## src/rtl/timer_p_pkg.sv

```systemverilog
// Shared constants for the timer_p peripheral: register offsets,
// CTRL bit positions and default widths.
package timer_p_pkg;

    localparam int CNT_W_DEF = 32;
    localparam int PRE_W_DEF = 16;

    // Word offsets inside the peripheral window
    localparam logic [3:0] CTRL_A  = 4'd0;
    localparam logic [3:0] LOAD_A  = 4'd1;
    localparam logic [3:0] COUNT_A = 4'd2;
    localparam logic [3:0] PRE_A   = 4'd3;
    localparam logic [3:0] STAT_A  = 4'd4;

    // CTRL bit positions
    localparam int EN_B = 0;
    localparam int AR_B = 1;
    localparam int IE_B = 2;

    // CTRL register as seen on the read bus
    function automatic logic [31:0] ctrl_word(input logic [2:0] ctrl);
        return {29'd0, ctrl};
    endfunction

endpackage

```

## src/rtl/timer_p_prescaler.sv

```systemverilog
// Prescaler: divides clk by (prescale+1) while enabled and emits a
// one-cycle tick on the last count of each period.
module timer_prescaler
    import timer_p_pkg::*;
#(
    parameter int PRE_WIDTH = PRE_W_DEF
) (
    input  logic                 clk,
    input  logic                 rst,
    input  logic                 en,
    input  logic                 clr,
    input  logic [PRE_WIDTH-1:0] prescale,
    output logic                 tick
);

    logic [PRE_WIDTH-1:0] pcnt;

    // tick is decoded from flops only (enable, counter, divisor)
    assign tick = en && (pcnt == prescale);

    // Count 0..prescale, wrap on tick; held at 0 when disabled or cleared
    always_ff @(posedge clk or negedge rst) begin
        if (!rst) begin
            pcnt <= '0;
        end else if (!en || clr) begin
            pcnt <= '0;
        end else if (pcnt == prescale) begin
            pcnt <= '0;
        end else begin
            pcnt <= pcnt + PRE_WIDTH'(1);
        end
    end

endmodule

```

## src/rtl/timer_p.sv

```systemverilog
// timer_p: memory-mapped down-counting timer with prescaler, optional
// auto-reload and a level interrupt (STATUS.EXP & CTRL.IE).
//
// Bus semantics: there is no valid/ready handshake. wea is a one-cycle
// write strobe that is always accepted on the rising edge; douta returns
// reg[addra] one cycle after addra is presented, regardless of wea, and a
// read that coincides with a write to the same address returns the old value.
module timer_p
    import timer_p_pkg::*;
#(
    parameter int CNT_WIDTH = CNT_W_DEF,
    parameter int PRE_WIDTH = PRE_W_DEF
) (
    input  logic        clk,
    input  logic        rst,
    input  logic        wea,
    input  logic [3:0]  addra,
    input  logic [31:0] dina,
    output logic [31:0] douta,
    output logic        int_timer
);

    logic [2:0]           ctrl_q;
    logic [CNT_WIDTH-1:0] load_q;
    logic [CNT_WIDTH-1:0] cnt_q;
    logic [PRE_WIDTH-1:0] pre_q;
    logic                 exp_q;

    logic wr_ctrl, wr_load, wr_count, wr_pre, wr_stat;
    logic tick, tick_eff, expire;
    logic [31:0] rdata;

    assign wr_ctrl  = wea && (addra == CTRL_A);
    assign wr_load  = wea && (addra == LOAD_A);
    assign wr_count = wea && (addra == COUNT_A);
    assign wr_pre   = wea && (addra == PRE_A);
    assign wr_stat  = wea && (addra == STAT_A);

    // A CPU write to COUNT swallows a coincident tick, including an expiry
    assign tick_eff = tick && !wr_count;
    assign expire   = tick_eff && (cnt_q == '0);

    timer_prescaler #(
        .PRE_WIDTH(PRE_WIDTH)
    ) u_prescaler (
        .clk      (clk),
        .rst      (rst),
        .en       (ctrl_q[EN_B]),
        .clr      (wr_ctrl || wr_pre),
        .prescale (pre_q),
        .tick     (tick)
    );

    // CTRL: CPU write takes priority over the one-shot stop at expiry
    always_ff @(posedge clk or negedge rst) begin
        if (!rst) begin
            ctrl_q <= '0;
        end else if (wr_ctrl) begin
            ctrl_q <= {dina[IE_B], dina[AR_B], dina[EN_B]};
        end else if (expire && !ctrl_q[AR_B]) begin
            ctrl_q[EN_B] <= 1'b0;
        end
    end

    // LOAD and PRESCALE: plain CPU registers; reload reads the pre-edge LOAD
    always_ff @(posedge clk or negedge rst) begin
        if (!rst) begin
            load_q <= '0;
            pre_q  <= '0;
        end else begin
            if (wr_load) load_q <= dina[CNT_WIDTH-1:0];
            if (wr_pre)  pre_q  <= dina[PRE_WIDTH-1:0];
        end
    end

    // COUNT: CPU write, else reload on auto-reload expiry, else decrement on tick
    always_ff @(posedge clk or negedge rst) begin
        if (!rst) begin
            cnt_q <= '0;
        end else if (wr_count) begin
            cnt_q <= dina[CNT_WIDTH-1:0];
        end else if (expire) begin
            if (ctrl_q[AR_B]) cnt_q <= load_q;
        end else if (tick_eff) begin
            cnt_q <= cnt_q - CNT_WIDTH'(1);
        end
    end

    // STATUS.EXP: expiry set beats a simultaneous write-1-clear
    always_ff @(posedge clk or negedge rst) begin
        if (!rst) begin
            exp_q <= 1'b0;
        end else if (expire) begin
            exp_q <= 1'b1;
        end else if (wr_stat && dina[0]) begin
            exp_q <= 1'b0;
        end
    end

    // Read mux; unmapped offsets read zero
    always_comb begin
        rdata = '0;
        case (addra)
            CTRL_A:  rdata = ctrl_word(ctrl_q);
            LOAD_A:  rdata = 32'(load_q);
            COUNT_A: rdata = 32'(cnt_q);
            PRE_A:   rdata = 32'(pre_q);
            STAT_A:  rdata = {31'd0, exp_q};
            default: rdata = '0;
        endcase
    end

    // Registered read port, one-cycle latency
    always_ff @(posedge clk or negedge rst) begin
        if (!rst) begin
            douta <= '0;
        end else begin
            douta <= rdata;
        end
    end

    assign int_timer = exp_q & ctrl_q[IE_B];

endmodule

```

## config.mk

```make
export PLATFORM = sky130hd
export DESIGN_NAME = timer_p
export DESIGN_NICKNAME = d
export VERILOG_FILES = /design/src/rtl/timer_p_pkg.sv /design/src/rtl/timer_p_prescaler.sv /design/src/rtl/timer_p.sv
export SDC_FILE = /design/constraint.sdc
export NUM_CORES = 1
export LEC_CHECK = 0
export CAP_MARGIN = 20
export CORE_MARGIN = 1.5
export CORE_UTILIZATION = 61
export DETAILED_ROUTE_END_ITERATION = 7
export PLACE_DENSITY = 0.87
export REMOVE_ABC_BUFFERS = 1
export SLEW_MARGIN = 20
export SYNTH_ARGS = -nofsm -noshare
export SYNTH_HDL_FRONTEND = slang
export SYNTH_SLANG_ARGS = --single-unit
```

## constraint.sdc

```tcl
create_clock -name clk -period 5.32 [get_ports clk]
set_clock_uncertainty 0.05 [all_clocks]
set_input_delay 1.064 -clock clk [delete_from_list [all_inputs] [get_ports clk]]
set_output_delay 1.064 -clock clk [all_outputs]
set_load 0.02 [all_outputs]
```

==> out/qor.yml <==
yosys:
  synth_edf_count: 0
  synthSimpleGateAreaFrac_pct: 18.3
  synth_top_area_share_pct: 48.5
  synth_top_family_by_area: "simple AND/OR/NAND/NOR gates"
  synthXorXnorAreaFrac_pct: 5.79
  async_reset_ff_share_pct: 100
  yosysMostFrequentCell: "dfrtp_1"
  synth_compound_area_share_pct: 11.8
  ys_top_cells_by_count: "dfrtp_1, nor2_1, mux2_2, clkbuf_1, nor3_1"
  syn_inst: 648
  synth.largest_area_cell: "dfrtp_1"
  synthAdderAreaFrac_pct: 0.368
  avgSynthCellArea_um2: 10.5
  synth_warnings: 0
  yosys.cell_types.count: 64
  netlist_area_um2: 6810
  synthTopCellsByArea: "dfrtp_1, mux2_2, nor2_1"
  ys.flop_type: "dfrtp_1"
  muxShareOfSynthArea_pct: 12.0
  ys_ff_latch: 132
  yosysSeqAreaShare_pct: 48.5
clock_tree:
  clkLatencyLatePin_ns: 0.54
  hold_buffers: 0
  clockBufferDepth: 2
  h-tree-depth: 4
  cts_root_buf: "clkbuf_8"
  tritoncts: "done"
  clk_pin_slew_worst_paths_ns: 0.06
  post_cts_buffers: 0
  cts_sinks: 132
  cts_inserted_buffers: 17
  post_cts_resized: 0
routing:
  wirelength_um: 18400
  via_per_inst: 6.69
  postRouteAntennaNets: 0
  drc_errors: 0
  drt_iter0_markers: 577
  firstDrtPassIters: 7
  wl_per_cell_um: 21.4
  route.vias.total: 5747
cells_and_area:
  fin_util_pct: 75.9
  layout-drive-gt1-share_pct: 17.2
  n_antenna_cell: 0
  final_nets: 747
  syn_to_final_growth_pct: 20.9
global_route:
  grt_antenna_before_repair: 0
  grt_pass1_wl_um: 29500
  grt-ovfl-total: 0
  grt_usage_pct: 33.3
  grt_pass1_vias: 5943
  grt_max_degree: 64
power_and_ir_drop:
  totalPowerFinal_w: 0.00317
  peakVddDrop_mv: 0.291
  p_leak_nw: 3.42
  cellPowerDensity_nw_per_um2: 386
timing:
  post-route-period-util_pct: 66.3
  drv_slew: 0
  tightest_slew_ns: 1.15
  totalNegativeSetupSlack_ns: 0
  fin_crit_ns: 3.53
  setup_viol: 0
  fmax_mhz: 284
  maxSlewHeadroom_pct: 23.6
  rsz0062_at_grt: "no"
  hold_viol_final: 0
critical_path:
  critPathMaxFanout: 24
  critPathCaptureType: "register"
  worstPathRequired_ns: 5.72
  start_kind: "input port"
  reg2reg_slack_ns: 1.81
  worstPathArrival_ns: 3.93
  path_class: "in -> reg"
placed_design:
  numPortBuffers: 71
  routabilityCongestion: 0.932
  dp_hpwl_um: 11800
status:
  status: "finished, final reports clean"
die:
  fp.dieW_um: 109
  start_util_pct: 62.8
  ioPinCount: 72
  die_h_um: 109
  dieArea_um2: 11800
  core_area_um2: 10800
  rows: 38
hold_path:
  hold_path_class: "reg -> reg"
flow_run:
  maxCapViolations: 0
## where the power goes
part           switching [W]  internal, W
Sequential          0.000215      0.00118
Clock               0.000432     0.000787
Combinational       0.000269     0.000290
Total               0.000916      0.00226
## logic make-up after synthesis
family	after synthesis
adder cells (fa/ha/maj)	2
XOR/XNOR	45
multiplexers	71
flip-flops	132
buffers and inverters	54
AND/OR/NAND/NOR	229
AO/OA/AOI/OAI	115
## layout make-up
type                       count  area, µm²
clock buffer                  24        500
clock inverter                 8        120
sequential                   132       3300
inverter                      10       37.5
tap                          140        175
multi-input combinational    462       3290
fill                         711       2610
timing repair buffer          83        798
## flip-flops by register name, summed over array words and instances (netlist names)
register          flops
pre_q                16
ctrl_q                3
douta                32
cnt_q                32
exp_q                 1
load_q               32
u_prescaler.pcnt     16
## layer usage
| metal | part of all wire, % | track usage [%] |
|---|---|---|
| met1 | 38 | 39.2 |
| met2 | 51 | 56.2 |
| met3 | 8.7 | 9.09 |
| met4 | 3.2 | 16.9 |
| met5 | 0 | 0 |
## cells in the final DEF, fill, tap and decap left out, drive strengths merged, types with 3 or more instances in the layout
master,count
nor4,19
nor2,66
mux2i,6
a22oi,14
o21ai,23
nand2,19
mux2,63
or3,17
nand2b,3
or4,8
clkbuf,24
and2,5
clkdlybuf4s50,70
buf,13
xnor2,17
dfrtp,132
o211ai,13
or2,5
xor2,28
clkinv,3
o31ai,3
a21oi,18
bufinv,3
a22o,16
and4,6
nand3,19
o31a,3
a31oi,5
inv,10
a211oi,4
and3,5
nor3,35
nand4,12
## metrics by stage
| step | hold WS [ns] | instances | instance area [µm²] | worst slack, ns |
|---|---|---|---|---|
| after floorplan | 0.422 | 604 | 6620 | 0.443 |
| after global placement | 0.438 | 827 | 7600 | 1.46 |
| after detailed placement | 0.444 | 827 | 7600 | 1.37 |
| after CTS | 0.462 | 859 | 8220 | 1.89 |
| after global routing | 0.491 | 859 | 8230 | 1.65 |
| final | 0.461 | 859 | 8230 | 1.79 |
## critical path, stage by stage
cell             delay [ns]
clkdlybuf4s50_1        0.46
buf_4                  0.29
nor4b_2                0.25
buf_4                  0.30
and2_1                 0.81
nor4_1                 0.09
or4_1                  0.42
a31oi_1                0.23
## path summary, 6_finish.rpt
check / start / depth (start not counted) / endpoint
max in group asynchronous: rst / 2 / douta[9]
setup / recovery: addra[1] / 8 / cnt_q[22]
min in group asynchronous: rst / 1 / cnt_q[28]
hold / removal: load_q[0] / 2 / load_q[0]
hold reg to reg: load_q[0] / 2 / load_q[0]
setup reg to reg: cnt_q[1] / 8 / cnt_q[11]
Note: power is estimated with default switching activity, not from simulation.
